--- src/rtl/mul_exec_unit.sv ---
// Four-stage pipelined integer multiplier (MUL/MULH/MULHSU/MULHU) with branch-mask
// squash and mask-bit clearing; the pipeline advances as a whole when S4 drains.
module mul_exec_unit #(
    parameter int XLEN    = 32,
    parameter int PREG_W  = 6,
    parameter int BMASK_W = 4,
    parameter int ROB_W   = 5,
    localparam int BNUM_W = $clog2(BMASK_W)
) (
    input  logic                 clock,
    input  logic                 reset,
    input  logic                 is_valid,
    input  logic [XLEN-1:0]      is_prs1_value,
    input  logic [XLEN-1:0]      is_prs2_value,
    input  logic [1:0]           is_func,
    input  logic [PREG_W-1:0]    is_p_dest_reg_idx,
    input  logic [BMASK_W-1:0]   is_b_mask,
    input  logic [ROB_W-1:0]     is_rob_tail,
    output logic                 mul_busy,
    input  logic                 clean_brat_en,
    input  logic [BNUM_W-1:0]    clean_brat_num,
    input  logic                 clean_bit_brat_en,
    input  logic [BNUM_W-1:0]    clean_bit_num,
    input  logic                 cdb_grant,
    output logic                 mul_out_valid,
    output logic [XLEN-1:0]      mul_out_value,
    output logic [PREG_W-1:0]    mul_out_p_dest,
    output logic [ROB_W-1:0]     mul_out_rob,
    output logic [BMASK_W-1:0]   mul_out_b_mask
);

    localparam int DW   = 2 * XLEN;
    localparam int Q    = XLEN / 4;
    localparam int NSTG = 4;

    typedef struct packed {
        logic [XLEN-1:0]    rs1;
        logic [XLEN-1:0]    rs2;
        logic [1:0]         func;
        logic [DW-1:0]      pp;
        logic [PREG_W-1:0]  dest;
        logic [ROB_W-1:0]   rob;
        logic [BMASK_W-1:0] mask;
    } stage_t;

    stage_t             stg_q [NSTG];
    stage_t             stg_d [NSTG];
    logic [NSTG-1:0]    vld_q;
    logic [NSTG-1:0]    vld_d;
    logic               advance;
    logic [BMASK_W-1:0] keep_mask;
    stage_t             s4;

    // Contribution of multiplier chunk idx; the top chunk carries negative weight
    // when rs2 is signed (MUL, MULH), everything is taken modulo 2^(2*XLEN).
    function automatic logic [DW-1:0] partial_product(
        input logic [XLEN-1:0] rs1,
        input logic [XLEN-1:0] rs2,
        input logic [1:0]      func,
        input int              idx
    );
        logic [DW-1:0] a_ext;
        logic [DW-1:0] b_ext;
        logic [Q-1:0]  chunk;
        a_ext = (func == 2'b11) ? {{XLEN{1'b0}}, rs1} : {{XLEN{rs1[XLEN-1]}}, rs1};
        chunk = rs2[idx*Q +: Q];
        b_ext = {{(DW-Q){1'b0}}, chunk};
        if (idx == NSTG - 1 && !func[1]) begin
            b_ext = {{(DW-Q){chunk[Q-1]}}, chunk};
        end
        return (a_ext * b_ext) << (idx * Q);
    endfunction

    always_comb begin
        advance   = !vld_q[NSTG-1] || cdb_grant;
        keep_mask = '1;
        if (clean_bit_brat_en) begin
            keep_mask[clean_bit_num] = 1'b0;
        end
        // Held stages still see squash and bit-clear; squash uses the pre-clear mask.
        for (int i = 0; i < NSTG; i++) begin
            vld_d[i]      = vld_q[i] && !(clean_brat_en && stg_q[i].mask[clean_brat_num]);
            stg_d[i]      = stg_q[i];
            stg_d[i].mask = stg_q[i].mask & keep_mask;
        end
        if (advance) begin
            vld_d[0]      = is_valid && !(clean_brat_en && is_b_mask[clean_brat_num]);
            stg_d[0].rs1  = is_prs1_value;
            stg_d[0].rs2  = is_prs2_value;
            stg_d[0].func = is_func;
            stg_d[0].pp   = partial_product(is_prs1_value, is_prs2_value, is_func, 0);
            stg_d[0].dest = is_p_dest_reg_idx;
            stg_d[0].rob  = is_rob_tail;
            stg_d[0].mask = is_b_mask & keep_mask;
            for (int i = 1; i < NSTG; i++) begin
                vld_d[i]      = vld_q[i-1] && !(clean_brat_en && stg_q[i-1].mask[clean_brat_num]);
                stg_d[i]      = stg_q[i-1];
                stg_d[i].pp   = stg_q[i-1].pp
                              + partial_product(stg_q[i-1].rs1, stg_q[i-1].rs2, stg_q[i-1].func, i);
                stg_d[i].mask = stg_q[i-1].mask & keep_mask;
            end
        end
    end

    always_comb begin
        s4             = stg_q[NSTG-1];
        mul_busy       = !advance;
        mul_out_valid  = vld_q[NSTG-1] && !(clean_brat_en && s4.mask[clean_brat_num]);
        mul_out_value  = '0;
        mul_out_p_dest = '0;
        mul_out_rob    = '0;
        mul_out_b_mask = '0;
        if (vld_q[NSTG-1]) begin
            mul_out_value  = (s4.func == 2'b00) ? s4.pp[XLEN-1:0] : s4.pp[DW-1:XLEN];
            mul_out_p_dest = s4.dest;
            mul_out_rob    = s4.rob;
            mul_out_b_mask = s4.mask & keep_mask;
        end
    end

    always_ff @(posedge clock or negedge reset) begin
        if (!reset) begin
            vld_q <= '0;
        end else begin
            vld_q <= vld_d;
        end
    end

    // Payload is qualified by the valids, so it carries no reset.
    always_ff @(posedge clock) begin
        stg_q <= stg_d;
    end

endmodule

--- config.mk ---
export PLATFORM = sky130hd
export DESIGN_NAME = mul_exec_unit
export DESIGN_NICKNAME = d
export VERILOG_FILES = /design/src/rtl/mul_exec_unit.sv
export SDC_FILE = /design/constraint.sdc
export NUM_CORES = 2
export LEC_CHECK = 0
export ABC_AREA = 1
export CORE_MARGIN = 4
export CORE_UTILIZATION = 39
export CTS_BUF_LIST = sky130_fd_sc_hd__clkbuf_8
export DETAILED_ROUTE_END_ITERATION = 7
export HOLD_SLACK_MARGIN = 0.02
export PLACE_DENSITY = 0.58
export SETUP_SLACK_MARGIN = 0.1
export SLEW_MARGIN = 20
export SYNTH_ARGS = -nofsm -noshare
export SYNTH_HDL_FRONTEND = slang
export SYNTH_SLANG_ARGS = --single-unit
--- constraint.sdc ---
create_clock -name clock -period 33.7 [get_ports clock]
set_clock_uncertainty 0.05 [all_clocks]
set_input_delay 5.055 -clock clock [delete_from_list [all_inputs] [get_ports clock]]
set_output_delay 5.055 -clock clock [all_outputs]
set_load 0.02 [all_outputs]
# Word level (Yosys, flattened, before mapping)
# Cells that the tools add are included.
[totals] register_bits=584 input_bits=91
[op_classes] addsub=3 multipliers=4 magnitude_cmp=3 eq_ne=4 mux=26 bitwise=6 n_reduce_logical=20
[ops] op="$mux 439" n=1
[ops] op="$mux 64" n=6
[ops] op="$add 64x64->64" n=3
[ops] op="$mul 64x64->40" n=1
[ops] op="$mul 64x8->48" n=1
[ops] op="$mul 64x8->56" n=1
[ops] op="$mul 64x8->64" n=1
[ops] op="$mux 32" n=2
[ops] op="$and 4x4->4" n=5
[ops] op="$mux 4" n=3
[ops] op="$logic_and 1x1->1" n=11
[ops] op="$bmux 1 s2" n=5
[ops] op="$eq 2x2->1 const B" n=4
[ops] op="$logic_not 1->1" n=7
[ops] op="$lt 2x3->1 const B" n=2
[ops] op="$mux 1" n=6
[ops] op="$mux 6" n=1
[ops] op="$mux 5" n=1
[ops] op="$not 4->4" n=1
[ops] op="$demux 1 s2" n=1
[ops] op="$ge 2x1->1 const B" n=1
[ops] op="$logic_not 2->1" n=1
[ops] op="$logic_or 1x1->1" n=1

# Logic depth before layout (Yosys ltp)
[logic_depth] depth_word=8 ltp_mapped=46 depth_no_buf=45

# Least setup slack after synthesis
# No wires, ideal clock.
[synth_path] path_kind="input -> register" start="input cdb_grant" end="register vld_q[2]" arrival_ns=18.587 required_time_ns=32.957 setup_slack_ns=14.369 stages=4 path_buffers=1 cell_sequence="nor2_1 -> inv_1 -> clkbuf_1 -> o21ai_0"
[synth_via] elab_chain_len=2
[synth_lines] item="from (decl)" line="24" source="input logic cdb_grant,"
[synth_lines] item="$logic_or 1x1->1" line="75" source="advance = !vld_q[NSTG-1] || cdb_grant;"
[synth_lines] item="$mux 4" line="86" source="if (advance) begin"
[synth_lines] item="named net vld_d[2]" line="49" source="logic [NSTG-1:0] vld_d;"
[synth_lines] item="to (signal assigned)" line="125" source="vld_q <= vld_d;"
[synth_lines] item="to (decl)" line="48" source="logic [NSTG-1:0] vld_q;"
# The timed path passes the listed nets, and every way through them passes these cells.
# A chain may end at the register's enable or synchronous reset.

# Final worst setup path
[layout_path] start="input clean_brat_num[0]" end="output mul_out_valid"
[layout_via] elab_chain_len=5
[layout_lines] item="from (decl)" line="21" source="input logic [BNUM_W-1:0] clean_brat_num,"
[layout_lines] item="$bmux 1 s2" line="108" source="mul_out_valid = vld_q[NSTG-1] && !(clean_brat_en && s4.mask[clean_brat_num]);"
[layout_lines] item="$mux 1 (not written as such)" line="108"
[layout_lines] item="$logic_and 1x1->1" line="108"
[layout_lines] item="$logic_not 1->1" line="108"
[layout_lines] item="$logic_and 1x1->1" line="108"
[layout_lines] item="to (decl)" line="25" source="output logic mul_out_valid,"
# No other way between the ends. The select of a mux whose other input is x is not followed.

==> flow_summary.json <==
{
  "status": "finished, final reports clean",
  "synth.avg_cell_area_um2": 8.461,
  "grt_overflow_total": 0,
  "grt_start_max_net_pins": 83,
  "synth_area_um2": 70650,
  "boundaryPins": 140,
  "clk_path_buf_depth": 3,
  "async_flop_share_pct": 0.8475,
  "die-area_um2": 188000,
  "synth_edf_count": 452,
  "worstSetupStartpointType": "input pin",
  "critPathArrivalTime_ns": 7.00,
  "track_usage_pct": 22.26,
  "path_buf_inv": 3,
  "start_util_pct": 39.43,
  "crit_type": "in -> out",
  "postLayoutCoreUtil_pct": 42.51,
  "cts_setup_buffers": 0,
  "grt_pass1_vias": 57480,
  "cts_tree": "yes",
  "vias": 53540,
  "stdcell_area_um2": 76170,
  "seq_area_frac_synth_pct": 19.81,
  "placed_area_um2": 74220,
  "drt-pass1-iter-count": 6,
  "max_freq_mhz": 82.63,
  "cts.sinks": 472,
  "ys_ff_latch": 472,
  "drtIter0Drc": 3395,
  "post-dp-hpwl_um": 175900,
  "slew_headroom_pct": 26.31,
  "synth_ff_type": "edfxtp_1",
  "viasPerCell": 4.959,
  "wl_per_cell_um": 18.97,
  "critPathTopFamily": "buffers and inverters",
  "netlist_instances": 8350,
  "syn_to_final_growth_pct": 7.821,
  "cts_buffers": 89,
  "cts_hold_buf": 0,
  "insertion_delay_ns": 0.83,
  "worstPathCellList": "clkdlybuf4s50_1 -> inv_1 -> nor2_1 -> o21ai_0 -> a21oi_1 -> clkdlybuf4s50_1",
  "numPortBuffers": 139,
  "path_max_fanout": 11,
  "die_width_um": 433.6,
  "fp-row-count": 155,
  "crit_path_end_kind": "output pin",
  "fin_nets": 10070,
  "finalHoldViolCount": 0,
  "synth_area_leaders": "fa_1 (33%), edfxtp_1 (19%), inv_1 (11%)",
  "cts_resized": 0,
  "fin_crit_sh_pct": 35.91,
  "wirelength_um": 204800,
  "drive_gt1_share_pct": 3.602,
  "postRouteAntennaNets": 0,
  "maxCapViolCount": 0,
  "clk_pin_slew_ns": 0.07,
  "drc": 0,
  "crit_path_frequent_cell": "clkdlybuf4s50_1",
  "min-delay-start": "stg_q[313]",
  "cts-root-buf": "clkbuf_8",
  "timing.critical_path.from": "clean_brat_num[0]",
  "worst_path_largest_cell_delay_ns": 0.64,
  "critPathRequiredTime_ns": 28.59,
  "antenna_found_initial": 11,
  "slowest_stage": "clkdlybuf4s50_1",
  "design.core.area_um2": 179200,
  "grt_pass1_wl_um": 323500,
  "htree_levels": 3,
  "finalMaxSlewViolations": 0,
  "rsz0062_at_grt": "no",
  "synth_top_area_share_pct": 32.87,
  "worst_pin_slew_ns": 1.105,
  "synth_fp_nets": 10060,
  "tns_ns": 0,
  "finalSetupViolCount": 0,
  "period_minus_slack_ns": 12.10,
  "die_h_um": 433.6,
  "ys_types": 66,
  "worst_hold_path_type": "reg -> reg",
  "gp_congestion": 0.9861,
  "ys_warn_count": 0,
  "worstReg2RegStart": "stg_q[257]",
  "yosys.area.top_type": "fa_1"
}
==> cell usage after synthesis, types with 5 or more instances <==
library cell  number
inv_1           2107
nand2_1         1889
fa_1            1160
nor2_1           484
ha_1             457
edfxtp_1         452
a21oi_1          366
o21ai_0          224
xor2_1           204
nand3_1          164
clkbuf_1         151
clkbuf_2          94
xnor2_1           83
a31oi_1           68
a21o_1            49
nor3_1            44
o21bai_1          33
nand4_1           30
o21ai_1           22
nand2_2           20
o21a_1            20
o21ai_2           20
a21oi_2           19
dfxtp_1           16
nor2_2            15
o211ai_1          15
and3_1            11
o221ai_1           9
a221oi_1           8
or2_2              8
a211oi_1           7
a21boi_0           7
nor4_1             7
buf_1              6
a21oi_4            5
buf_2              5
inv_2              5
nand3_2            5
o31ai_1            5
==> routing by layer <==
metal	track usage, %	share of wire, %	up-vias	wire length [um]
met5	0	0.012	-	25
li1	-	-	25200	-
met3	2.159	4.3	282	8773
met4	9.068	4.4	4	8982
met2	39.15	49	1249	101300
met1	28.06	42	26810	85690
==> worst paths after layout <==
kind | endpoint | cells past startpoint | slack, ns
setup / recovery | mul_out_valid | 6 | 21.60
hold reg to reg | stg_q[168] | 0 | 0.36
hold / removal | stg_q[168] | 0 | 0.36
setup reg to reg | s4[78] | 38 | 23.68
min in group asynchronous | vld_q[2] | 1 | 4.37
max in group asynchronous | vld_q[3] | 1 | 29.04
==> flip-flops by register name, indices dropped and copies added (netlist names) <==
signal / flops
stg_q: 387
s4: 81
vld_q: 4
==> kinds of logic after synthesis <==
group | Yosys count | share of synthesized area, %
adders and majority gates | 1617 | 40.96
DFF | 472 | 19.81
and+or+nand+nor | 2699 | 15.26
buffers and inverters | 2371 | 12.79
AOI/OAI and AO/OA | 904 | 7.622
xor gates and xnor gates | 287 | 3.558
==> area by class of cell <==
type	instances	area [um2]
multi-input cells	5507	47620
clock inverters	74	635.6
fillers	18110	103000
clock buffers	93	1280
diodes	3	7.507
repair buffers	182	1752
inverters	2112	7935
flip-flops and latches	472	13990
well taps	2355	2947
==> metrics by stage <==
stage | hold slack [ns] | std cells | setup slack [ns]
5_1_grt | 0.3630 | 10800 | 21.41
4_1_cts | 0.3630 | 10790 | 21.58
3_5_place_dp | 0.3545 | 10630 | 21.59
6_report | 0.3609 | 10800 | 21.60
2_1_floorplan | 0.3503 | 8350 | 14.37
3_3_place_gp | 0.3504 | 10620 | 21.57
==> cell usage in the layout (no fill, tap or decap), types with 15 or more instances in the layout <==
cell type,instances
xor2_1,204
a31oi_1,68
nand3_1,164
clkinv_1,16
o21a_1,20
o211ai_1,15
o21bai_1,33
nor2_1,483
o21ai_2,20
a21o_1,49
xnor2_1,83
clkdlybuf4s50_1,139
fa_1,1160
inv_1,2127
nand4_1,30
ha_1,457
dfxtp_1,16
nand2_2,20
clkinv_2,17
clkbuf_8,93
o21ai_0,224
buf_4,38
nand2_1,1889
a21oi_1,366
a21oi_2,19
o21ai_1,22
nor2_2,16
edfxtp_1,452
nor3_1,44
Power is not shown: default switching activity piles up to over one toggle a cycle in this logic, so the estimate is an artifact.
